===== src/rtl/cva6_feeder_pkg.sv =====
// Shared types and opcode helpers for the instruction feeder that drives cva6_processor_shim.
package cva6_feeder_pkg;

  typedef enum logic [1:0] {
    ST_IDLE   = 2'd0,
    ST_ISSUE  = 2'd1,
    ST_BUBBLE = 2'd2,
    ST_DONE   = 2'd3
  } feeder_state_e;

  localparam logic [6:0]  OPC_LOAD  = 7'b0000011;
  localparam logic [6:0]  OPC_STORE = 7'b0100011;
  localparam logic [31:0] INSTR_NOP = 32'h0000_0013;

  function automatic logic is_memop(input logic [31:0] instr);
    return (instr[6:0] == OPC_LOAD) || (instr[6:0] == OPC_STORE);
  endfunction

endpackage


===== src/rtl/cva6_feeder_prog_mem.sv =====
// Program store: one write port, asynchronous read, every slot resets to NOP.
module cva6_feeder_prog_mem
  import cva6_feeder_pkg::*;
#(
  parameter int PROG_DEPTH = 4,
  parameter int AW         = $clog2(PROG_DEPTH)
) (
  input  logic          clk_i,
  input  logic          rst_ni,
  input  logic          we_i,
  input  logic [AW-1:0] waddr_i,
  input  logic [31:0]   wdata_i,
  input  logic [AW-1:0] raddr_i,
  output logic [31:0]   rdata_o
);

  logic [31:0] mem [PROG_DEPTH];

  always_ff @(posedge clk_i or negedge rst_ni) begin
    if (!rst_ni) begin
      for (int i = 0; i < PROG_DEPTH; i++) mem[i] <= INSTR_NOP;
    end else if (we_i && (int'(waddr_i) < PROG_DEPTH)) begin
      mem[waddr_i] <= wdata_i;
    end
  end

  assign rdata_o = mem[raddr_i];

endmodule


===== src/rtl/cva6_instr_feeder.sv =====
// Issues a loadable program over a valid/ready handshake, with a one-cycle bubble after each load/store.
module cva6_instr_feeder
  import cva6_feeder_pkg::*;
#(
  parameter int PROG_DEPTH = 4,
  parameter int PC_W       = $clog2(PROG_DEPTH) + 1
) (
  input  logic                          clk_i,
  input  logic                          rst_ni,
  input  logic                          start_i,
  input  logic                          prog_we_i,
  input  logic [$clog2(PROG_DEPTH)-1:0] prog_waddr_i,
  input  logic [31:0]                   prog_wdata_i,
  output logic [31:0]                   instr_o,
  output logic                          instr_valid_o,
  input  logic                          instr_ready_i,
  output logic                          busy_o,
  output logic                          done_o,
  output logic [PC_W-1:0]               issued_cnt_o,
  output logic [PC_W-1:0]               memop_cnt_o
);

  localparam int AW = $clog2(PROG_DEPTH);

  feeder_state_e   state;
  logic [PC_W-1:0] pc;
  logic [PC_W-1:0] issued_cnt;
  logic [PC_W-1:0] memop_cnt;
  logic            valid_q;
  logic            busy_q;
  logic            done_q;
  logic [31:0]     cur_instr;
  logic            idle_or_done;
  logic            cur_memop;
  logic            last_slot;

  assign idle_or_done = (state == ST_IDLE) || (state == ST_DONE);
  assign cur_memop    = is_memop(cur_instr);
  assign last_slot    = (pc == PC_W'(PROG_DEPTH - 1));

  cva6_feeder_prog_mem #(
    .PROG_DEPTH (PROG_DEPTH),
    .AW         (AW)
  ) u_prog_mem (
    .clk_i   (clk_i),
    .rst_ni  (rst_ni),
    .we_i    (prog_we_i && idle_or_done),
    .waddr_i (prog_waddr_i),
    .wdata_i (prog_wdata_i),
    .raddr_i (pc[AW-1:0]),
    .rdata_o (cur_instr)
  );

  // pc stops at the last slot so it never indexes past the program.
  always_ff @(posedge clk_i or negedge rst_ni) begin
    if (!rst_ni) begin
      state      <= ST_IDLE;
      pc         <= '0;
      issued_cnt <= '0;
      memop_cnt  <= '0;
      valid_q    <= 1'b0;
      busy_q     <= 1'b0;
      done_q     <= 1'b0;
    end else begin
      case (state)
        ST_IDLE, ST_DONE: begin
          if (start_i) begin
            state      <= ST_ISSUE;
            pc         <= '0;
            issued_cnt <= '0;
            memop_cnt  <= '0;
            valid_q    <= 1'b1;
            busy_q     <= 1'b1;
            done_q     <= 1'b0;
          end
        end
        ST_ISSUE: begin
          if (instr_ready_i) begin
            issued_cnt <= issued_cnt + PC_W'(1);
            if (cur_memop) memop_cnt <= memop_cnt + PC_W'(1);
            if (last_slot) begin
              state   <= ST_DONE;
              valid_q <= 1'b0;
              busy_q  <= 1'b0;
              done_q  <= 1'b1;
            end else begin
              pc <= pc + PC_W'(1);
              if (cur_memop) begin
                state   <= ST_BUBBLE;
                valid_q <= 1'b0;
              end
            end
          end
        end
        ST_BUBBLE: begin
          state   <= ST_ISSUE;
          valid_q <= 1'b1;
        end
        default: begin
          state   <= ST_IDLE;
          valid_q <= 1'b0;
          busy_q  <= 1'b0;
          done_q  <= 1'b0;
        end
      endcase
    end
  end

  assign instr_o       = valid_q ? cur_instr : 32'h0;
  assign instr_valid_o = valid_q;
  assign busy_o        = busy_q;
  assign done_o        = done_q;
  assign issued_cnt_o  = issued_cnt;
  assign memop_cnt_o   = memop_cnt;

endmodule

===== config.mk =====
export PLATFORM = sky130hd
export DESIGN_NAME = cva6_instr_feeder
export DESIGN_NICKNAME = d
export VERILOG_FILES = /design/src/rtl/cva6_feeder_pkg.sv /design/src/rtl/cva6_feeder_prog_mem.sv /design/src/rtl/cva6_instr_feeder.sv
export SDC_FILE = /design/constraint.sdc
export NUM_CORES = 1
export LEC_CHECK = 0
export CAP_MARGIN = 10
export CORE_MARGIN = 2
export CORE_UTILIZATION = 30
export CTS_CLUSTER_SIZE = 40
export DETAILED_ROUTE_END_ITERATION = 8
export PLACE_DENSITY_LB_ADDON = 0.25
export SYNTH_ARGS = -nofsm -noshare
export SYNTH_HDL_FRONTEND = slang
export SYNTH_HIERARCHICAL = 1
export SYNTH_SLANG_ARGS = --single-unit
export TNS_END_PERCENT = 10

===== constraint.sdc =====
create_clock -name clk_i -period 4.85 [get_ports clk_i]
set_clock_uncertainty 0.05 [all_clocks]
set_input_delay 0.97 -clock clk_i [delete_from_list [all_inputs] [get_ports clk_i]]
set_output_delay 0.97 -clock clk_i [all_outputs]
set_load 0.005 [all_outputs]

== Yosys cells after proc, flatten, opt, wreduce, memory -nomap -nowiden ==
Cells that the tools add are included.
Storage, ports and cells
  output and inout bits: 41
  word-level logic and storage cells: 76
  flip-flop bits (word level): 142
  input port bits: 39
Cells by class
  bitwise gates (word level): 2
  add/subtract/negate cells: 3
  equal/unequal tests: 12
  reduce and logical (&&, ||, !) cells: 12
  order comparisons: 3
  mux-type cells: 33
Operators by type and width (count)
  $bwmux 128: 1
  $mux 32: 4
  $bmux 32 s2: 1
  $demux 32 s2: 1
  $mux 3: 6
  $pmux 3 s2: 3
  $reduce_and 4->1: 3
  $ne 2x2->1 const B: 5
  $add 3x1->3 const B: 3
  $mux 1: 9
  $mux 2: 4
  $eq 7x2->1 const B: 1
  $eq 7x6->1 const B: 1
  $ge 3x3->1 const B: 2
  $not 2->3: 2
  $pmux 2 s3: 1
  $reduce_and 3->1: 2
  $eq 2x2->1 const B: 2
  $pmux 1 s2: 2
  $eq 3x2->1 const B: 1
  $lt 3x1->1 const B: 1
  $ne 3x3->1 const B: 1
  $pmux 1 s3: 1
  $eq 2x1->1 const B: 1
  other kinds (5): 7

== Logic depth before layout (Yosys ltp) ==
  word-level depth: 10
  mapped depth: 7
  gate-level depth less buffers: 6

== By module ==
The synthesis kept the hierarchy.
Modules (own cells, without submodules)
  cva6_feeder_prog_mem: area an instance 5519.0 µm², times used 1, cells each 311, seq. area each 3218.1 µm²
  cva6_instr_feeder: area an instance 973.4 µm², times used 1, cells each 118, seq. area each 350.3 µm²

== Worst setup path after synthesis ==
Ideal clock, no wire load.
  kind: flip-flop to output port
  start: register pc[0]
  end: output port instr_o[2]
  path buffers: 2
  arrival: 1.447 ns
  path slack: 2.383 ns
  required time: 3.830 ns
  stages on the path, launching flop included: 5
  cells stage by stage: dfrtp_1 buf_2 buf_4 mux4_2 and2_1
On the way
  word-level cells in the longest chain between the ends: 5
RTL lines
  start, declared: RTL line cva6_instr_feeder.sv:26  | logic [PC_W-1:0] pc;
  start signal, assigned: RTL line cva6_instr_feeder.sv:87  | pc <= pc + PC_W'(1);
  $not 2->3 (not written as such): RTL line cva6_feeder_prog_mem.sv:27  | assign rdata_o = mem[raddr_i];
  $bmux 32 s2: RTL line cva6_feeder_prog_mem.sv:27
  $mux 32 (not written as such) (2 in series): RTL line cva6_feeder_prog_mem.sv:27
  named net cur_instr[2]: RTL line cva6_instr_feeder.sv:32  | logic [31:0] cur_instr;
  $mux 32: RTL line cva6_instr_feeder.sv:109  | assign instr_o = valid_q ? cur_instr : 32'h0;
  end, declared: RTL line cva6_instr_feeder.sv:14  | output logic [31:0] instr_o,
The timed path passes the listed nets, and every way through them passes these cells. The select of a mux whose other input is x is not followed.

== Worst setup path after layout ==
  start: register pc[0]
  end: output port instr_o[10]
Same word-level chain as after synthesis.

==> impl_metrics.env <==
export IMPL_synth_xor_area_share_pct=0
export IMPL_place_hpwl_um=9580
export IMPL_grt_overflow=0
export IMPL_placed_cell_area_um2=7600
export IMPL_grt_max_degree=69
export IMPL_cp_arrival_ns=2.72
export IMPL_root_buffer="clkbuf_16"
export IMPL_core_area_um2=21200
export IMPL_dieHeight_um=151
export IMPL_cp_end_kind="output port"
export IMPL_max_slew_margin_rel_pct=31.8
export IMPL_fin_tns_setup_ns=0
export IMPL_viasPerCell=4.74
export IMPL_switchingPower_mw=1.72
export IMPL_cts_tree="done"
export IMPL_layout_commonest_cell="dfrtp_1"
export IMPL_power_frac_clock_pct=23.4
export IMPL_cp_start_kind="register"
export IMPL_h_tree_depth=4
export IMPL_synth_warnings=6
export IMPL_grt_usage_pct=13.7
export IMPL_synth_seq_cells=142
export IMPL_yosys_area_share_simple_pct=6.49
export IMPL_final_cell_mix="dfrtp_1 (128), mux2_2 (126), clkdlybuf4s50_1 (78)"
export IMPL_drc=0
export IMPL_timing_final_crit_share_pct=77.1
export IMPL_slew_viol_final=0
export IMPL_seqPwrFrac_pct=37.0
export IMPL_drt_iter0_drc=114
export IMPL_fin_area_um2=8240
export IMPL_io_pins=80
export IMPL_p_leak_nw=3.42
export IMPL_ys_types=33
export IMPL_cts_hold_buf=0
export IMPL_min_period_ns=3.74
export IMPL_max_freq_mhz=268
export IMPL_num_rows=53
export IMPL_fin_nets=557
export IMPL_postCtsSetupRepairBufs=0
export IMPL_syn_num_nets=473
export IMPL_detail_route_first_pass_iterations=4
export IMPL_layout_drive_gt1_share_pct=41.6
export IMPL_tightest_slew_ns=1.02
export IMPL_synthAdderAreaFrac_pct=0.964
export IMPL_clk_pin_slew_ns=0.06
export IMPL_start_util_pct=30.7
export IMPL_clockBufferDepth=2
export IMPL_vias=3800
export IMPL_synthCells=429
export IMPL_min_path_type="reg -> reg"
export IMPL_antenna_found_initial=0
export IMPL_worst_ep_required_time_ns=3.83
export IMPL_syn_to_final_growth_pct=27.0
export IMPL_power_internal_mw=4.25
export IMPL_synth_area_mux_share_pct=33.3
export IMPL_post_cts_resize_count=0
export IMPL_dieWidth_um=151
export IMPL_ant_nets=0
export IMPL_syn_area_um2=6490
export IMPL_clk_insertion_delay_late_ns=0.41
export IMPL_finalSetupViolations=0
export IMPL_drt_wirelength_per_cell_um=18.2
export IMPL_p_sw_share_pct=28.8
export IMPL_cts_buffers=17
export IMPL_cts_num_sinks=142
export IMPL_synth_top_family_by_area="multiplexers"
export IMPL_grt_pass1_vias=4234
export IMPL_io_buffers=79
export IMPL_crit_fanout=18
export IMPL_outcome="complete, no violations"
export IMPL_max_cap_violations=0
export IMPL_design_die_area_um2=22800
export IMPL_ir_drop_uv=253
export IMPL_crit_type="reg -> out"
export IMPL_diodes=0
export IMPL_synth_compound_area_share_pct=1.89
export IMPL_finish_utilization_pct=39.0
export IMPL_drt_wl_total_um=14500
export IMPL_p_comb_share_pct=39.7
export IMPL_seq_area_frac_synth_pct=55.0
export IMPL_power_density_nw_per_um2=724
export IMPL_finalHoldViolations=0
export IMPL_rsz0062_at_grt="false"
export IMPL_avgSynthCellArea_um2=15.1
export IMPL_grt_pass1_wl_um=23200
export IMPL_place_congestion=0.698
[state kept, by name, indices dropped and copies added (netlist names)]
signal	flops
u_prog_mem/mem	128
issued_cnt_o	3
instr_valid_o	1
state	2
done_o	1
memop_cnt_o	3
busy_o	1
pc	3
[logic make-up after synthesis]
logic type,count (synthesis)
buf+inv,29
mux,160
compound gates,20
simple gates,73
flops,142
fa+ha+maj,5
[cells in the mapped netlist (all sizes together)]
master	number	area (um^2)
a21o	2	15.0
a21oi	5	25.0
a22o	2	17.5
a32o	1	10.0
and2	36	225
and3	1	6.26
and4bb	1	12.5
buf	21	123
clkbuf	4	15.0
dfrtp	130	3250
dfstp	12	315
ha	5	62.6
inv	4	17.5
mux2	128	1440
mux4	32	721
nand2	13	48.8
nand2b	2	12.5
nand3	7	35.0
nand3b	2	15.0
nand4	2	12.5
nor2	4	15.0
nor2b	2	12.5
nor3b	1	12.5
o21ai	8	40.0
o31ai	2	15.0
or2	1	6.26
or4	1	7.51
[final cells by class]
cell class,count,area (um^2)
clock inverters,14,204
inverters,4,17.5
multi-input cells,258,2780
fillers,1956,12900
clock buffers,18,439
flip-flops and latches,142,3570
repair buffers,90,887
well taps,275,344
[path summary, 6_finish.rpt]
path | start | end | slack, ns | depth (start not counted)
min reg2reg | u_prog_mem/mem[125] | u_prog_mem/mem[125] | 0.44 | 1
max reg2reg | pc[0] | memop_cnt_o[0] | 2.22 | 6
max | pc[0] | instr_o[10] | 1.11 | 4
max in group asynchronous | rst_ni | pc[1] | 3.27 | 2
min in group asynchronous | rst_ni | u_prog_mem/mem[81] | 0.48 | 1
min | u_prog_mem/mem[125] | u_prog_mem/mem[125] | 0.44 | 1
[worst max-delay path: stages, from the launching register on]
cell and delay, ns:
dfrtp_2 0.72, buf_4 0.42, mux4_2 0.54, and2_1 0.18, clkdlybuf4s50_1 0.44
[layer usage]
metal	vias up	global-route usage [%]	share of wire, %
li1	1741	-	-
met1	1994	16.5	44
met2	57	24.3	52
met3	8	3.61	3.0
met4	0	3.60	0.90
met5	-	0	0
[power by group through the flow]
stage	logic [mW]	registers [mW]	clock network [mW]
3_5_place_dp	2.41	2.23	0
2_1_floorplan	1.61	2.02	0
5_1_grt	2.59	2.29	1.49
6_report	2.37	2.21	1.39
4_1_cts	2.43	2.21	1.44
3_3_place_gp	2.37	2.19	0
[metrics by stage]
stage	cells	setup WS (ns)	hold slack [ns]	total power, mW
floorplan	429	2.38	0.403	3.63
global placement	769	1.47	0.413	4.56
detailed placement	769	1.45	0.425	4.65
CTS	801	0.998	0.440	6.08
global route	801	0.874	0.456	6.38
finish	801	1.11	0.437	5.97
(Power assumes the default switching activity.)
